<file path="config.mk">
export PLATFORM = sky130hd
export DESIGN_NAME = fp_mul_seq
export DESIGN_NICKNAME = d
export VERILOG_FILES = /design/src/rtl/fp_mul_seq.sv
export SDC_FILE = /design/constraint.sdc
export NUM_CORES = 1
export LEC_CHECK = 0
export ABC_AREA = 1
export CAP_MARGIN = 40
export CORE_UTILIZATION = 51
export CTS_CLUSTER_DIAMETER = 30
export DETAILED_ROUTE_END_ITERATION = 8
export PLACE_DENSITY = 0.73
export SLEW_MARGIN = 30
export SYNTH_ARGS = -nofsm -noshare
export SYNTH_HDL_FRONTEND = slang
export SYNTH_SLANG_ARGS = --single-unit
</file>
<file path="constraint.sdc">
create_clock -name clk -period 5.1 [get_ports clk]
set_clock_uncertainty 0.05 [all_clocks]
set_input_delay 0.51 -clock clk [delete_from_list [all_inputs] [get_ports clk]]
set_output_delay 0.51 -clock clk [all_outputs]
set_load 0.02 [all_outputs]
</file>
<file path="src/rtl/fp_mul_seq.sv">
// Multicycle IEEE-754 multiplier: radix-2 shift-add significand product, then
// normalise and round-to-nearest-even, with valid/ready handshakes on both sides.
module fp_mul_seq #(
   parameter int EXP_W = 8,
   parameter int MAN_W = 23
) (
   input  logic                   clk,
   input  logic                   reset,
   input  logic                   in_valid,
   output logic                   in_ready,
   input  logic [EXP_W+MAN_W:0]   flp_a,
   input  logic [EXP_W+MAN_W:0]   flp_b,
   output logic                   out_valid,
   input  logic                   out_ready,
   output logic [EXP_W+MAN_W:0]   product,
   output logic                   flag_ovf,
   output logic                   flag_unf,
   output logic                   flag_inv,
   output logic                   flag_inx
);

   localparam int W  = 1 + EXP_W + MAN_W;
   localparam int SW = MAN_W + 1;
   localparam int PW = 2 * SW;
   localparam int EW = EXP_W + 2;
   localparam int CW = $clog2(SW + 1);
   localparam logic signed [EW-1:0] BIAS = EW'((2 ** (EXP_W - 1)) - 1);
   localparam logic signed [EW-1:0] EMAX = EW'((2 ** EXP_W) - 1);
   localparam logic [CW-1:0]        LAST_ITER = CW'(SW - 1);
   localparam logic [W-1:0]         QNAN = {1'b0, {EXP_W{1'b1}}, 1'b1, {(MAN_W-1){1'b0}}};

   typedef enum logic [2:0] {S_IDLE, S_MUL, S_NORM, S_RND, S_DONE} state_t;

   state_t                 state, next_state;
   logic                   sign_r;
   logic [SW-1:0]          ma_r;
   logic [PW-1:0]          prod_r;
   logic [CW-1:0]          cnt_r;
   logic signed [EW-1:0]   exp_r;
   logic [MAN_W-1:0]       frac_r;
   logic                   guard_r, sticky_r;
   logic [W-1:0]           product_r;
   logic [3:0]             flags_r;

   logic [EXP_W-1:0]       ea, eb;
   logic [MAN_W-1:0]       fa, fb;
   logic                   a_zero, a_inf, a_nan, b_zero, b_inf, b_nan;
   logic                   accept, special;
   logic [W-1:0]           spec_prod;
   logic                   spec_inv;
   logic [SW:0]            mul_sum;
   logic                   norm_msb;
   logic [MAN_W-1:0]       norm_frac;
   logic                   norm_guard, norm_sticky;
   logic                   round_up;
   logic [MAN_W:0]         rnd_sum;
   logic signed [EW-1:0]   rnd_exp;
   logic [W-1:0]           rnd_prod;
   logic [3:0]             rnd_flags;

   assign ea = flp_a[W-2:MAN_W];
   assign eb = flp_b[W-2:MAN_W];
   assign fa = flp_a[MAN_W-1:0];
   assign fb = flp_b[MAN_W-1:0];

   // Subnormals (exp==0) are deliberately folded into zero.
   assign a_zero  = (ea == '0);
   assign b_zero  = (eb == '0);
   assign a_inf   = (&ea) && (fa == '0);
   assign b_inf   = (&eb) && (fb == '0);
   assign a_nan   = (&ea) && (fa != '0);
   assign b_nan   = (&eb) && (fb != '0);
   assign special = a_zero | b_zero | a_inf | b_inf | a_nan | b_nan;
   assign accept  = in_valid && (state == S_IDLE);

   // Result for operands that bypass the multiplier entirely.
   always_comb begin
      spec_prod = {flp_a[W-1] ^ flp_b[W-1], {(W-1){1'b0}}};
      spec_inv  = 1'b0;
      if (a_nan || b_nan) begin
         spec_prod = QNAN;
      end else if ((a_zero && b_inf) || (a_inf && b_zero)) begin
         spec_prod = QNAN;
         spec_inv  = 1'b1;
      end else if (a_inf || b_inf) begin
         spec_prod = {flp_a[W-1] ^ flp_b[W-1], {EXP_W{1'b1}}, {MAN_W{1'b0}}};
      end
   end

   // One shift-add step: multiplier bits sit in the low half and are consumed LSB first.
   assign mul_sum = {1'b0, prod_r[PW-1:SW]} + (prod_r[0] ? {1'b0, ma_r} : {(SW+1){1'b0}});

   assign norm_msb    = prod_r[PW-1];
   assign norm_frac   = norm_msb ? prod_r[PW-2:SW]  : prod_r[PW-3:SW-1];
   assign norm_guard  = norm_msb ? prod_r[SW-1]     : prod_r[SW-2];
   assign norm_sticky = norm_msb ? |prod_r[SW-2:0]  : |prod_r[SW-3:0];

   // A carry out of the fraction can only come from all-ones, leaving a zero fraction.
   assign round_up = guard_r & (sticky_r | frac_r[0]);
   assign rnd_sum  = {1'b0, frac_r} + {{MAN_W{1'b0}}, round_up};
   assign rnd_exp  = exp_r + $signed({{(EW-1){1'b0}}, rnd_sum[MAN_W]});

   always_comb begin
      rnd_prod  = {sign_r, rnd_exp[EXP_W-1:0], rnd_sum[MAN_W-1:0]};
      rnd_flags = {3'b000, guard_r | sticky_r};
      if (rnd_exp >= EMAX) begin
         rnd_prod  = {sign_r, {EXP_W{1'b1}}, {MAN_W{1'b0}}};
         rnd_flags = 4'b1001;
      end else if (rnd_exp[EW-1] || (rnd_exp == '0)) begin
         rnd_prod  = {sign_r, {(W-1){1'b0}}};
         rnd_flags = 4'b0101;
      end
   end

   // Next-state logic.
   always_comb begin
      next_state = state;
      case (state)
         S_IDLE:  if (accept) next_state = special ? S_DONE : S_MUL;
         S_MUL:   if (cnt_r == LAST_ITER) next_state = S_NORM;
         S_NORM:  next_state = S_RND;
         S_RND:   next_state = S_DONE;
         S_DONE:  if (out_ready) next_state = S_IDLE;
         default: next_state = S_IDLE;
      endcase
   end

   // State register plus the datapath registers each state advances.
   always_ff @(posedge clk or posedge reset) begin
      if (reset) begin
         state     <= S_IDLE;
         sign_r    <= 1'b0;
         ma_r      <= '0;
         prod_r    <= '0;
         cnt_r     <= '0;
         exp_r     <= '0;
         frac_r    <= '0;
         guard_r   <= 1'b0;
         sticky_r  <= 1'b0;
         product_r <= '0;
         flags_r   <= '0;
      end else begin
         state <= next_state;
         case (state)
            S_IDLE: begin
               if (accept) begin
                  sign_r <= flp_a[W-1] ^ flp_b[W-1];
                  ma_r   <= {1'b1, fa};
                  prod_r <= {{SW{1'b0}}, 1'b1, fb};
                  cnt_r  <= '0;
                  exp_r  <= $signed({2'b00, ea}) + $signed({2'b00, eb}) - BIAS;
                  if (special) begin
                     product_r <= spec_prod;
                     flags_r   <= {2'b00, spec_inv, 1'b0};
                  end
               end
            end
            S_MUL: begin
               prod_r <= {mul_sum, prod_r[SW-1:1]};
               cnt_r  <= cnt_r + CW'(1);
            end
            S_NORM: begin
               frac_r   <= norm_frac;
               guard_r  <= norm_guard;
               sticky_r <= norm_sticky;
               exp_r    <= exp_r + $signed({{(EW-1){1'b0}}, norm_msb});
            end
            S_RND: begin
               product_r <= rnd_prod;
               flags_r   <= rnd_flags;
            end
            default: ;
         endcase
      end
   end

   assign in_ready  = (state == S_IDLE);
   assign out_valid = (state == S_DONE);
   assign product   = product_r;
   assign flag_ovf  = flags_r[3];
   assign flag_unf  = flags_r[2];
   assign flag_inv  = flags_r[1];
   assign flag_inx  = flags_r[0];

endmodule

</file>
======== After elaboration in Yosys (flattened, before gate mapping) ========
Cells that the tools add are included.
cells by class
  add/subtract/negate cells ............... 7
  order comparisons ....................... 1
  equal/unequal tests ..................... 9
  multiplexer cells ....................... 30
  bitwise operators ....................... 9
  reduce and logical (&&, ||, !) cells .... 31
operators with widths
  operator               count
  $mux W32               4
  $pmux W48 S2           1
  $mux W31               3
  $pmux W32 S2           1
  $mux W48               1
  $logic_not A23 Y1      2
  $reduce_bool A23 Y1    2
  $add A24 B24 Y25       1
  $add A23 B1 Y24        1
  $mux W24               1
  $mux W23               1
  $reduce_or A23 Y1      1
  $reduce_or A22 Y1      1
  $add A10 B2 Y10        2
  $pmux W10 S2           1
  $logic_not A8 Y1       2
  $reduce_and A8 Y1      2
  $mux W3                5
  $pmux W3 S5            1
  $mux W4                3
  $ge A10 B9 Y1 const B  1
  $logic_not A10 Y1      1
  $mux W10               1
  $pmux W5 S2            1
  other kinds (21)       47
word-level totals
  bits in registers ....................... 152
  input port bits ......................... 68
  output and inout port bits .............. 38
  word-level logic and storage cells ...... 98

======== Logic depth before layout (Yosys ltp) ========
  depth after elaboration ................. 9
  gate-level depth with buffers ........... 26
  gate-level depth less buffers ........... 26

======== Least setup slack after synthesis ========
Ideal clock, no wire load.
  path type ............................... register -> register
  from .................................... register frac_r[0]
  to ...................................... register product_r[11] (netlist: product[11])
  setup time .............................. 119 ps
  data arrival time ....................... 2931 ps
  data required time ...................... 4931 ps
  path slack .............................. 2001 ps
  stages on the path, launching flop included .. 23
  buffers on the path ..................... 1
  clock period less this slack ............ 3099 ps
  path through ............................ dfrtp_1 inv_1 a21oi_1 ha_1 nand3_1 inv_1 nand2_1 nor2_1 nand4_1 nor2_1 nand2_1 nor3_1 ha_1 nand2_2 nor2_4 nand2_1 xor2_1 nand3_2 nand2_2 inv_2 nand3_2 buf_6 o21ai_2
on the way
  cells in the longest elaborated chain, start to end .. 9
  elaborated cells on any way between the ends .. 10
  those cells by class .................... add/sub: 2; order compare: 1; mux: 3; bitwise: 2; reduce/logical: 2
RTL lines
  element                                                  RTL line  source
  start, declared                                          40        logic [MAN_W-1:0] frac_r;
  start signal, assigned                                   163       frac_r <= norm_frac;
  $or A1 B1 Y1                                             99        assign round_up = guard_r & (sticky_r | frac_r[0]);
  $and A1 B1 Y1                                            99
  $add A23 B1 Y24 (*)                                      100       assign rnd_sum = {1'b0, frac_r} + {{MAN_W{1'b0}}, round_up};
  branches (longest 4 deep; another with $add A10 B2 Y10)  -
  $mux W31 (*)                                             106       if (rnd_exp >= EMAX) begin
  $pmux W32 S2 (*)                                         144       case (state)
  end signal, assigned                                     153       product_r <= spec_prod;
  end signal, assigned                                     169       product_r <= rnd_prod;
  end, declared                                            42        logic [W-1:0] product_r;
Every way passes the cells marked *.
A chain may end at the register's enable or synchronous reset.

======== Worst setup path after layout ========
  from .................................... register frac_r[0]
  to ...................................... register product_r[15] (netlist: product[15])
Same word-level chain as after synthesis.

==> impl_metrics.py <==
metrics = {
    "clocking": {
        "cts_post_setup_buffers_inserted": 0,
        "clk_pin_slew_worst_paths_ns": 0.07,
        "tritoncts": "yes",
        "maximum_buffer_depth_of_the_clock_tree": 2,
        "h-tree-depth": 4,
        "cts_num_sinks": 152,
        "clkLatencyLatePin_ns": 0.44,
        "cts_resized": 0,
        "cts.hold.buffers_added": 0,
        "clk_root_buffer_cell": "sky130_fd_sc_hd__clkbuf_16",
        "numCtsBuffers": 17,
    },
    "final_layout": {
        "antenna_cells_inserted": 0,
        "final_nets": 1541,
        "layout_common_cells": "sky130_fd_sc_hd__nand2_1 (316), sky130_fd_sc_hd__inv_1 (210), sky130_fd_sc_hd__dfrtp_1 (152), sky130_fd_sc_hd__o21ai_0 (136), sky130_fd_sc_hd__clkdlybuf4s50_1 (105)",
        "layout.cells.most_common": "sky130_fd_sc_hd__nand2_1",
        "layout_cell_share_with_drive_strength_beyond_1_pct": 6.26,
        "area.growth.synth_to_final_pct": 19.7,
    },
    "yosys": {
        "synth_area_leader_cell": "sky130_fd_sc_hd__dfrtp_1",
        "synthesis.nets": 1447,
        "netlist-cell-type-count": 44,
        "yosys_top_cell_area_share_pct": 39.1,
        "postSynthAreaPerCell_um2": 7.31,
        "netlist_top_cells_area": "sky130_fd_sc_hd__dfrtp_1 (39%), sky130_fd_sc_hd__nand2_1 (12%), sky130_fd_sc_hd__inv_1 (8.1%), sky130_fd_sc_hd__o21ai_0 (7.0%), sky130_fd_sc_hd__ha_1 (5.9%)",
        "synth_enable_flop_cells": 0,
        "yosysWarnings": 0,
        "synth-seq-cells": 152,
        "synth_ff_type": "sky130_fd_sc_hd__dfrtp_1",
        "yosysSeqAreaShare_pct": 39.1,
        "synthesis.area_um2": 9730,
        "cells_after_synthesis": 1331,
        "fraction_of_registers_with_async_set_reset_pct": 100,
    },
    "timing": {
        "period_minus_slack_ns": 3.96,
        "totalNegativeSetupSlack_ns": 0,
        "grt_setup_unrepaired": "no",
        "finalHoldViolCount": 0,
        "final_min_period_over_clock_period_pct": 77.7,
        "max_freq_mhz": 252,
        "final-setup-viol-count": 0,
        "slew_violations": 0,
        "max_slew_margin_pct": 39.8,
        "worst_slew_pin_slew_ns": 0.903,
        "final.hold.worst_slack_ns": 0.430,
    },
    "pwr": {
        "total_leakage_power_nw": 5.64,
        "power.ir.vdd_worst_v": 0.000297,
        "power.density_nw_per_um2": 576,
    },
    "setup_path": {
        "worstSetupStartpointType": "register",
        "worst-r2r-cell-count": 20,
        "critical_path_arrival_ns": 4.25,
        "cp-end-kind": "register",
        "timing.critical_path.fanout_max": 21,
        "crit-reg2reg-launch": "frac_r[0]",
        "r2r_setup_slack_ns": 1.14,
        "cp.required_ns": 5.39,
        "timing.rr.end": "product[15]",
        "timing_worst_setup_path_type": "register to register",
    },
    "detailed_routing": {
        "routed_via_density": 5.42,
        "wirelength_mm": 25.3,
        "vias": 9056,
        "route.detailed.wl_per_inst_um": 15.2,
        "firstDrtPassIters": 5,
        "remaining_drc_errors": 0,
        "remaining_number_of_nets_flagged_by_the_antenna_check_after_routing": 0,
        "violation_count_after_the_first_detailed_routing_iteration": 682,
    },
    "floorplan": {
        "std_cell_rows": 50,
        "total_die_area_um2": 19600,
        "initial_utilization_pct": 52.0,
        "chipWidth_um": 140,
        "core_region_area_um2": 18700,
        "floorplan.io_pins": 106,
        "dieHeight_um": 140,
    },
    "global_route": {
        "grt_pass1_vias": 8469,
        "global_route.usage.total_pct": 27.3,
        "grt_pass1_wl_mm": 42.0,
        "number_of_antenna_violations_at_the_first_check_in_global_routing": 0,
        "globalRoute.totalOverflow": 0,
        "grt_max_degree": 67,
    },
    "worst_hold_path": {
        "hold_path.class": "register to register",
        "holdCritStartpoint": "product[4]",
        "timing.hold.worst_path_depth": 2,
        "worst_hold_path.endpoint": "product[4]",
    },
    "place": {
        "place.gp.congestion": 0.931,
        "dp_hpwl_mm": 19.1,
        "port_buffers": 105,
    },
    "run": {
        "timing.max_cap.violations": 0,
    },
    "outcome": {
        "run_status": "complete, no violations",
    },
}
## registers in the layout, indices dropped and copies added (netlist names)
signal	count
sticky_r	1
cnt_r	5
exp_r	10
frac_r	23
ma_r	24
product	32
state	3
sign_r	1
prod_r	48
guard_r	1
flags_r	4
## power by group
group          switching [W]  internal, W  leakage (nW)
clock network       0.000527     0.000853         0.308
registers           0.000362      0.00174          1.93
logic                0.00208      0.00115          3.40
## stage by stage
stage / total power [W] / utilization, % / setup WS [ns] / cells / area, um^2
after floorplan: 0.00428 / - / 0.447 / 1331 / 9730
after global placement: 0.00519 / 58.7 / 1.37 / 1638 / 11000
after detailed placement: 0.00530 / 58.8 / 1.13 / 1639 / 11000
after CTS: 0.00670 / 62.2 / 1.14 / 1671 / 11600
after global routing: 0.00724 / 62.3 / 0.680 / 1672 / 11600
final: 0.00671 / 62.3 / 1.14 / 1672 / 11600
## layer usage
metal / GRT usage (%) / routed length (um) / vias up
li1: - / - / 4543
met1: 37.7 / 11700 / 4203
met2: 44.6 / 11900 / 274
met3: 3.56 / 1310 / 36
met4: 8.50 / 464 / 0
met5: 0 / 0 / -
## cell usage after synthesis (4+ instances only)
cell                       instances
sky130_fd_sc_hd__inv_2             4
sky130_fd_sc_hd__o211ai_1         45
sky130_fd_sc_hd__o31ai_1           4
sky130_fd_sc_hd__o22ai_1           8
sky130_fd_sc_hd__nand4_1          31
sky130_fd_sc_hd__or2_2             8
sky130_fd_sc_hd__clkbuf_1         31
sky130_fd_sc_hd__nor3_2            4
sky130_fd_sc_hd__xor2_1           24
sky130_fd_sc_hd__nand3_1          58
sky130_fd_sc_hd__nor2_1          101
sky130_fd_sc_hd__o21ai_0         136
sky130_fd_sc_hd__ha_1             46
sky130_fd_sc_hd__buf_2             8
sky130_fd_sc_hd__o21ai_2          20
sky130_fd_sc_hd__nand2_2           4
sky130_fd_sc_hd__nand2_1         316
sky130_fd_sc_hd__o21bai_1          4
sky130_fd_sc_hd__inv_1           211
sky130_fd_sc_hd__dfrtp_1         152
sky130_fd_sc_hd__a21oi_1          57
sky130_fd_sc_hd__nor3_1           20
## final cells by class
cell class | count | area, um^2
Fill cell | 1699 | 7060
Multi-Input combinational cell | 921 | 4940
Sequential cell | 152 | 3800
Timing Repair Buffer | 116 | 1140
Inverter | 217 | 821
Clock buffer | 20 | 457
Tap cell | 234 | 293
Clock inverter | 12 | 188
## worst max-delay path: stages (launching register included)
cell,delay [ns]
sky130_fd_sc_hd__dfrtp_1,0.36
sky130_fd_sc_hd__inv_1,0.06
sky130_fd_sc_hd__a21oi_1,0.16
sky130_fd_sc_hd__ha_1,0.20
sky130_fd_sc_hd__nand3_1,0.10
sky130_fd_sc_hd__inv_1,0.10
sky130_fd_sc_hd__nand2_1,0.07
sky130_fd_sc_hd__nor2_1,0.17
sky130_fd_sc_hd__nand4_1,0.23
sky130_fd_sc_hd__nor2_1,0.15
sky130_fd_sc_hd__nand2_1,0.08
sky130_fd_sc_hd__nor3_1,0.22
sky130_fd_sc_hd__ha_1,0.25
sky130_fd_sc_hd__nand2_2,0.08
sky130_fd_sc_hd__nor2_4,0.15
sky130_fd_sc_hd__nand2_1,0.08
sky130_fd_sc_hd__xor2_1,0.30
sky130_fd_sc_hd__nand2_1,0.16
sky130_fd_sc_hd__nand2_2,0.11
sky130_fd_sc_hd__nand3_2,0.48
sky130_fd_sc_hd__o21ai_0,0.32
## cells by family after synthesis
family	Yosys count	synth area share [%]
simple gates	553	24.2
compound gates	293	17.7
buf+inv	258	10.2
flops	152	39.1
fa+ha+maj	48	6.33
xor+xnor	27	2.43
## worst max path at each step
stage,startpoint,to,slack [ns],depth (start not counted)
4_1_cts,frac_r[0],product[15],1.14,20
2_1_floorplan,reset,cnt_r[0],0.45,1
3_3_place_gp,frac_r[0],product[15],1.37,20
6_report,frac_r[0],product[15],1.14,20
3_5_place_dp,frac_r[0],product[15],1.13,20
5_1_grt,frac_r[0],product[15],0.68,20
No activity file was read; power rests on OpenSTA's default activity.
